**src/rtl/instr_fetch_unit.sv**
```systemverilog
// -----------------------------------------------------------------------------
// instr_fetch_unit
//
// Instruction fetch stage. Owns the PC, requests words from instruction
// memory over a req/ack handshake, buffers returned words in a small fetch
// queue and drives the IF/ID register consumed by the decode-stage control
// unit. A taken branch/jump (redirect) flushes everything and refetches from
// the target; a Halt word (opcode 4'b1111) reaching IF/ID stops fetching.
//
// Configuration macro: IFU_PREFETCH_EN
//   defined   - two-entry queue; fetching continues during stall until two
//               words are buffered.
//   undefined - one-entry queue; a new request is raised only when the queue
//               is empty and nothing is outstanding.
//
// Ports
//   clk          system clock, rising edge
//   rst          synchronous active-high reset
//   imem_req     fetch request, held with imem_addr until imem_ack
//   imem_addr    byte address of the requested word
//   imem_ack     imem_rdata valid, completes the open request
//   imem_rdata   returned instruction word
//   stall        decode stage holds IF/ID
//   redirect     taken branch/jump: flush and refetch from redirect_pc
//   redirect_pc  redirect target (bit 0 treated as 0)
//   instr        IF/ID instruction word
//   opCode       instr[15:12]
//   funCode      instr[3:0]
//   pc_out       address of instr
//   id_valid     IF/ID holds a live instruction
//   halted       Halt reached IF/ID, fetch stopped
// -----------------------------------------------------------------------------
module instr_fetch_unit #(
    parameter logic [15:0] RESET_PC = 16'h0000
) (
    input  logic        clk,
    input  logic        rst,
    output logic        imem_req,
    output logic [15:0] imem_addr,
    input  logic        imem_ack,
    input  logic [15:0] imem_rdata,
    input  logic        stall,
    input  logic        redirect,
    input  logic [15:0] redirect_pc,
    output logic [15:0] instr,
    output logic [3:0]  opCode,
    output logic [3:0]  funCode,
    output logic [15:0] pc_out,
    output logic        id_valid,
    output logic        halted
);

`ifdef IFU_PREFETCH_EN
    localparam logic [1:0] QDEPTH = 2'd2;
`else
    localparam logic [1:0] QDEPTH = 2'd1;
`endif
    localparam logic [3:0] OP_HALT = 4'b1111;

    typedef enum logic [1:0] {
        ST_FETCH = 2'd0,
        ST_DRAIN = 2'd1,
        ST_HALT  = 2'd2
    } state_t;

    state_t      state_r, state_s;
    logic [15:0] pc_r, pc_s;             // address of the open/next request
    logic [15:0] drain_pc_r, drain_pc_s; // refetch target while draining
    logic        req_r, req_s;
    logic [15:0] instr_r, instr_s;
    logic [15:0] pc_out_r, pc_out_s;
    logic        valid_r, valid_s;
    logic        halted_r, halted_s;
    logic [1:0]  qcnt_r, qcnt_s;
    logic [15:0] q0_instr_r, q0_instr_s, q0_pc_r, q0_pc_s;
    logic [15:0] q1_instr_r, q1_instr_s, q1_pc_r, q1_pc_s;

    logic        ack_s;        // open request completes this cycle
    logic        open_s;       // open request stays unacked past this edge
    logic        free_s;       // IF/ID may take a new word this edge
    logic        head_ok_s;    // queue holds at least one word
    logic        ifid_load_s;  // a word is available for a free IF/ID
    logic [15:0] load_instr_s;
    logic [15:0] load_pc_s;
    logic [15:0] target_s;
    logic        deq_s;
    logic        enq_s;
    logic        wpos_s;       // tail slot for an enqueue

    assign ack_s        = req_r & imem_ack;
    assign open_s       = req_r & ~imem_ack;
    assign free_s       = ~valid_r | ~stall;
    assign head_ok_s    = (qcnt_r != 2'd0);
    assign ifid_load_s  = free_s & (head_ok_s | ack_s);
    // Queue head has priority over the returning word so order is preserved;
    // the memory word goes straight to IF/ID only when the queue is empty.
    assign load_instr_s = head_ok_s ? q0_instr_r : imem_rdata;
    assign load_pc_s    = head_ok_s ? q0_pc_r    : pc_r;
    assign target_s     = redirect_pc & 16'hFFFE;
    // Tail index after a possible dequeue; a full queue never enqueues
    // without dequeuing, so the low count bit is sufficient.
    assign wpos_s       = qcnt_r[0] ^ deq_s;

    // Next-state, PC, request and IF/ID logic
    always_comb begin
        state_s    = state_r;
        pc_s       = pc_r;
        drain_pc_s = drain_pc_r;
        req_s      = req_r;
        instr_s    = instr_r;
        pc_out_s   = pc_out_r;
        valid_s    = valid_r;
        halted_s   = halted_r;
        qcnt_s     = qcnt_r;
        deq_s      = 1'b0;
        enq_s      = 1'b0;
        if (redirect) begin
            // Redirect beats stall, halt and any same-cycle ack.
            valid_s  = 1'b0;
            qcnt_s   = 2'd0;
            halted_s = 1'b0;
            req_s    = 1'b1;
            if (open_s) begin
                // Keep the open request on the bus and throw its data away.
                state_s    = ST_DRAIN;
                drain_pc_s = target_s;
            end else begin
                state_s = ST_FETCH;
                pc_s    = target_s;
            end
        end else begin
            case (state_r)
                ST_FETCH: begin
                    if (ifid_load_s) begin
                        instr_s  = load_instr_s;
                        pc_out_s = load_pc_s;
                        valid_s  = 1'b1;
                    end else if (free_s) begin
                        valid_s = 1'b0;
                    end else begin
                        valid_s = valid_r;
                    end
                    deq_s  = ifid_load_s & head_ok_s;
                    enq_s  = ack_s & ~(ifid_load_s & ~head_ok_s);
                    pc_s   = ack_s ? (pc_r + 16'd2) : pc_r;
                    qcnt_s = qcnt_r - {1'b0, deq_s} + {1'b0, enq_s};
                    if (ifid_load_s && (load_instr_s[15:12] == OP_HALT)) begin
                        state_s  = ST_HALT;
                        halted_s = 1'b1;
                        qcnt_s   = 2'd0;
                        req_s    = open_s;
                    end else begin
                        // New requests only when the queue can absorb the
                        // reply, so acks are never dropped under stall.
                        req_s = open_s | (qcnt_s < QDEPTH);
                    end
                end
                ST_DRAIN: begin
                    req_s = 1'b1;
                    if (ack_s) begin
                        state_s = ST_FETCH;
                        pc_s    = drain_pc_r;
                    end else begin
                        state_s = ST_DRAIN;
                    end
                end
                ST_HALT: begin
                    halted_s = 1'b1;
                    req_s    = open_s;
                end
                default: begin
                    state_s  = ST_FETCH;
                    req_s    = 1'b0;
                    valid_s  = 1'b0;
                    qcnt_s   = 2'd0;
                    halted_s = 1'b0;
                end
            endcase
        end
    end

    // Fetch queue storage: head shifts down on dequeue, tail written on enqueue
    always_comb begin
        q0_instr_s = q0_instr_r;
        q0_pc_s    = q0_pc_r;
        q1_instr_s = q1_instr_r;
        q1_pc_s    = q1_pc_r;
        if (enq_s && !wpos_s) begin
            q0_instr_s = imem_rdata;
            q0_pc_s    = pc_r;
        end else if (deq_s) begin
            q0_instr_s = q1_instr_r;
            q0_pc_s    = q1_pc_r;
        end else begin
            q0_instr_s = q0_instr_r;
            q0_pc_s    = q0_pc_r;
        end
        if (enq_s && wpos_s) begin
            q1_instr_s = imem_rdata;
            q1_pc_s    = pc_r;
        end else begin
            q1_instr_s = q1_instr_r;
            q1_pc_s    = q1_pc_r;
        end
    end

    // State and output registers with synchronous reset
    always_ff @(posedge clk) begin
        if (rst) begin
            state_r    <= ST_FETCH;
            pc_r       <= RESET_PC;
            drain_pc_r <= RESET_PC;
            req_r      <= 1'b0;
            instr_r    <= 16'h0000;
            pc_out_r   <= 16'h0000;
            valid_r    <= 1'b0;
            halted_r   <= 1'b0;
            qcnt_r     <= 2'd0;
            q0_instr_r <= 16'h0000;
            q0_pc_r    <= 16'h0000;
            q1_instr_r <= 16'h0000;
            q1_pc_r    <= 16'h0000;
        end else begin
            state_r    <= state_s;
            pc_r       <= pc_s;
            drain_pc_r <= drain_pc_s;
            req_r      <= req_s;
            instr_r    <= instr_s;
            pc_out_r   <= pc_out_s;
            valid_r    <= valid_s;
            halted_r   <= halted_s;
            qcnt_r     <= qcnt_s;
            q0_instr_r <= q0_instr_s;
            q0_pc_r    <= q0_pc_s;
            q1_instr_r <= q1_instr_s;
            q1_pc_r    <= q1_pc_s;
        end
    end

    assign imem_req  = req_r;
    assign imem_addr = pc_r;
    assign instr     = instr_r;
    assign opCode    = instr_r[15:12];
    assign funCode   = instr_r[3:0];
    assign pc_out    = pc_out_r;
    assign id_valid  = valid_r;
    assign halted    = halted_r;

endmodule

```
**config.mk**
```make
export PLATFORM = sky130hd
export DESIGN_NAME = instr_fetch_unit
export DESIGN_NICKNAME = d
export VERILOG_FILES = /design/src/rtl/instr_fetch_unit.sv
export SDC_FILE = /design/constraint.sdc
export NUM_CORES = 1
export LEC_CHECK = 0
export CAP_MARGIN = 5
export CORE_MARGIN = 2
export CORE_UTILIZATION = 30
export DETAILED_ROUTE_END_ITERATION = 8
export PLACE_DENSITY = 0.55
export SLEW_MARGIN = 10
export SYNTH_ARGS = -nofsm -noshare
export SYNTH_HDL_FRONTEND = slang
export SYNTH_SLANG_ARGS = --single-unit
```
**constraint.sdc**
```tcl
create_clock -name clk -period 2.7 [get_ports clk]
set_input_delay 0.54 -clock clk [delete_from_list [all_inputs] [get_ports clk]]
set_output_delay 0.54 -clock clk [all_outputs]
set_load 0.005 [all_outputs]
```
==> results.toml <==
[run_status]
result_of_the_run = "complete, no violations"

[die]
initial_cell_density_of_the_core_pct = 30.4
fp.dieH_microns = 150
floorplan_row_count = 53
dieArea_sq_um = 22400
floorplan.die.width_microns = 150
placeableCoreArea_sq_um = 20900
io_pins = 96

[timing]
setup_tns_ns = 0
setup-violations-final = 0
final_hold_violating_endpoints = 0
timing.clock.skew_ns = 0.00497
rsz_0062_raised_after_global_routing = "false"
timing.fmax_mhz = 432
tightestPinTransition_ns = 0.575
maxSlewHeadroom_pct = 61.6
final_min_period_over_clock_period_pct = 85.8
timing.final.max_slew_violations = 0
post_route_minimum_period_ns = 2.32
worst_slack_ns = 0.383

[clock_tree]
cts_max_level = 4
path_clk_slew_ns = 0.06
ctsRootBufferMaster = "clkbuf_16"
clock-sinks = 130
clk_latency_ns = 0.41
cts-buffers-inserted = 17
postCtsSetupBuffers = 0
postCtsHoldBufs = 0
cts-root-to-sink-buffers = 2
cts.repair.resized = 0
tritoncts = "done"

[place]
place_hpwl_microns = 10400
gp_routability_congestion = 0.809
pre_cts_slack_ns = 0.0387
io_buffer_count = 92

[worst_setup_path]
worst_path_dominant_cell_family = "buffers and inverters"
arrival_ns = 2.62
path_class = "in -> reg"
worstSetupStartpointType = "input port"
critPathRequiredTime_ns = 3.00
worst-path-buf-inv = 2
worstSetupEndpointType = "register"
crit_fanout = 3
critical_path.cell_chain = "clkdlybuf4s50_1, nand2_1, a21o_1, ha_1, inv_1, ha_1, xnor2_1, xnor2_1, nor2_1, nand2_1, a221oi_1"
slowest_delay_ns = 0.49
critical_path.slowest_cell = "clkdlybuf4s50_1"

[global_route]
track_usage_pct = 15.1
grt_max_degree = 71
antenna_violations_before_repair = 0
grt_first_pass_wirelength_microns = 26900
grt_overflow = 0
first_global_vias = 5122

[yosys]
mappedNetlistArea_sq_um = 6350
yosys_warnings = 0
gate_count_of_the_mapped_netlist = 732
async_set_or_reset_flop_fraction_in_the_synthesized_netlist_pct = 0
avgSynthCellArea_sq_um = 8.68
dominantRegCellSynth = "dfxtp_1"
synth_enable_flop_cells = 0
synth.yosys.seq_area_share_pct = 41.0
postSynthRegisterBits = 130
synth_cell_type_count = 60

[pwr]
power_per_cell_area_nw_per_um2 = 606
vdd_ir_drop_max_mv = 0.421
static-leakage-power_nw = 2.97

[layout]
share_of_layout_cells_above_drive_strength_1_pct = 12.9
layout.core_utilization_pct = 38.6
num-nets-final = 842
insertedDiodeCount = 0
areaGrowthSynthToFinish_pct = 26.9

[route]
drc = 0
vias = 5313
final_routed_wirelength_microns = 16400
via_per_inst = 4.90
first_pass_iters = 5
route.antenna.remaining_nets = 0
wl_per_cell_microns = 15.1
number_of_drc_violations_after_detailed_routing_iteration_0 = 358

[min_path]
holdCritPathClass = "reg -> reg"

[flow_run]
cap_viol_max_count = 0
## logic make-up (layout without fill, tap and decap cells)
kind of cell,count (synthesis),in the layout,share of synthesized area [%]
DFF,130,130,41.0
and+or+nand+nor,264,264,18.3
adders and majority gates,8,8,1.58
AOI/OAI and AO/OA,174,174,21.0
xor gates and xnor gates,6,6,0.827
buffers and inverters,83,159,6.86
muxes,66,66,10.4
other,1,2,0.0590
## layout by cell type (no fill, tap or decap), types with 4 or more instances in the layout
cell,n
inv_1,7
nand2b_1,4
mux2i_1,66
nor3_1,10
nor2_1,111
xnor2_1,6
dfxtp_1,130
a21oi_1,30
nand3_1,10
clkbuf_16,17
buf_12,6
ha_1,8
nand2_1,96
a31oi_1,4
a211oi_2,31
o21ai_0,50
clkinv_2,4
a311oi_1,32
nand4_1,4
buf_4,23
clkdlybuf4s50_1,91
and2_1,6
## power by group
| group | internal (mW) | leakage (nW) | switching [mW] | total, mW |
|---|---|---|---|---|
| registers | 1.99 | 1.05 | 0.0875 | 2.08 |
| logic | 0.296 | 1.65 | 0.288 | 0.584 |
| clock network | 1.37 | 0.269 | 0.852 | 2.22 |
| total | 3.66 | 2.97 | 1.23 | 4.88 |
## flip-flops by register name, summed over array words and instances (netlist names), 15 cells and up
register    cells
q0_instr_r     16
q0_pc_r        15
pc_out         15
drain_pc_r     15
imem_addr      15
q1_pc_r        15
instr          16
q1_instr_r     16
## layer usage
metal  global-route usage [%]  wire length (microns)  vias up
met4                     5.00                    201        0
li1                         -                      -     2701
met3                     2.56                    536       13
met1                     20.2                   8030     2490
met5                        0                      0        -
met2                     24.8                   7640      109
## through the flow
| step | hold slack, ns | total power [mW] | std cells | area [sq um] |
|---|---|---|---|---|
| 2_1_floorplan | 0.431 | 2.41 | 733 | 6350 |
| 3_3_place_gp | 0.438 | 2.70 | 1053 | 7500 |
| 3_5_place_dp | 0.445 | 2.71 | 1053 | 7500 |
| 4_1_cts | 0.452 | 4.95 | 1084 | 8060 |
| 5_1_grt | 0.471 | 5.11 | 1084 | 8060 |
| 6_report | 0.452 | 4.88 | 1084 | 8060 |
## Yosys cell counts (3+ instances only)
cell type	instances	area [sq um]
a31oi_1	4	25.0
nand2_1	96	360
a21oi_1	30	150
or2_2	3	18.8
buf_2	21	105
mux2i_1	66	661
a211oi_2	31	388
buf_6	7	78.8
inv_1	7	26.3
nor3_1	10	50.1
nand3_1	10	50.1
xnor2_1	6	52.6
ha_1	8	100
o21ai_0	50	250
buf_4	12	90.1
a311oi_1	32	280
nor2_1	111	417
dfxtp_1	130	2600
clkbuf_1	34	128
nand3b_1	3	22.5
nand2b_1	4	25.0
and2_1	6	37.5
nand4_1	4	25.0
o211ai_1	3	22.5
## final cells by class
| type | instances | area, sq um |
|---|---|---|
| clock buffer | 21 | 450 |
| clock inverter | 10 | 111 |
| fill | 2133 | 12800 |
| inverter | 8 | 30.0 |
| multi-input combinational | 520 | 3320 |
| sequential | 130 | 2600 |
| tap | 275 | 344 |
| timing repair buffer | 120 | 1200 |
## worst register-to-register path: stages (launching register included)
cell and delay [ns]:
dfxtp_1 0.34, inv_1 0.11, ha_1 0.34, nand2_1 0.21, or3_2 0.54, buf_12 0.21
nor2_1 0.18, a211oi_2 0.06
## worst paths after layout
kind | startpoint | to | slack, ns | cells after the start
worst min register to register | drain_pc_r[8]$_SDFFE_PP0P_ | drain_pc_r[8]$_SDFFE_PP0P_ | 0.45 | 2
worst min-delay path | drain_pc_r[8]$_SDFFE_PP0P_ | drain_pc_r[8]$_SDFFE_PP0P_ | 0.45 | 2
worst max register to register | state_r[0]$_SDFFE_PP0P_ | q0_instr_r[2]$_SDFFE_PP0P_ | 0.58 | 7
worst max-delay path | stall | imem_req$_SDFF_PP0_ | 0.38 | 11
Note: power is estimated with default switching activity, not from simulation.
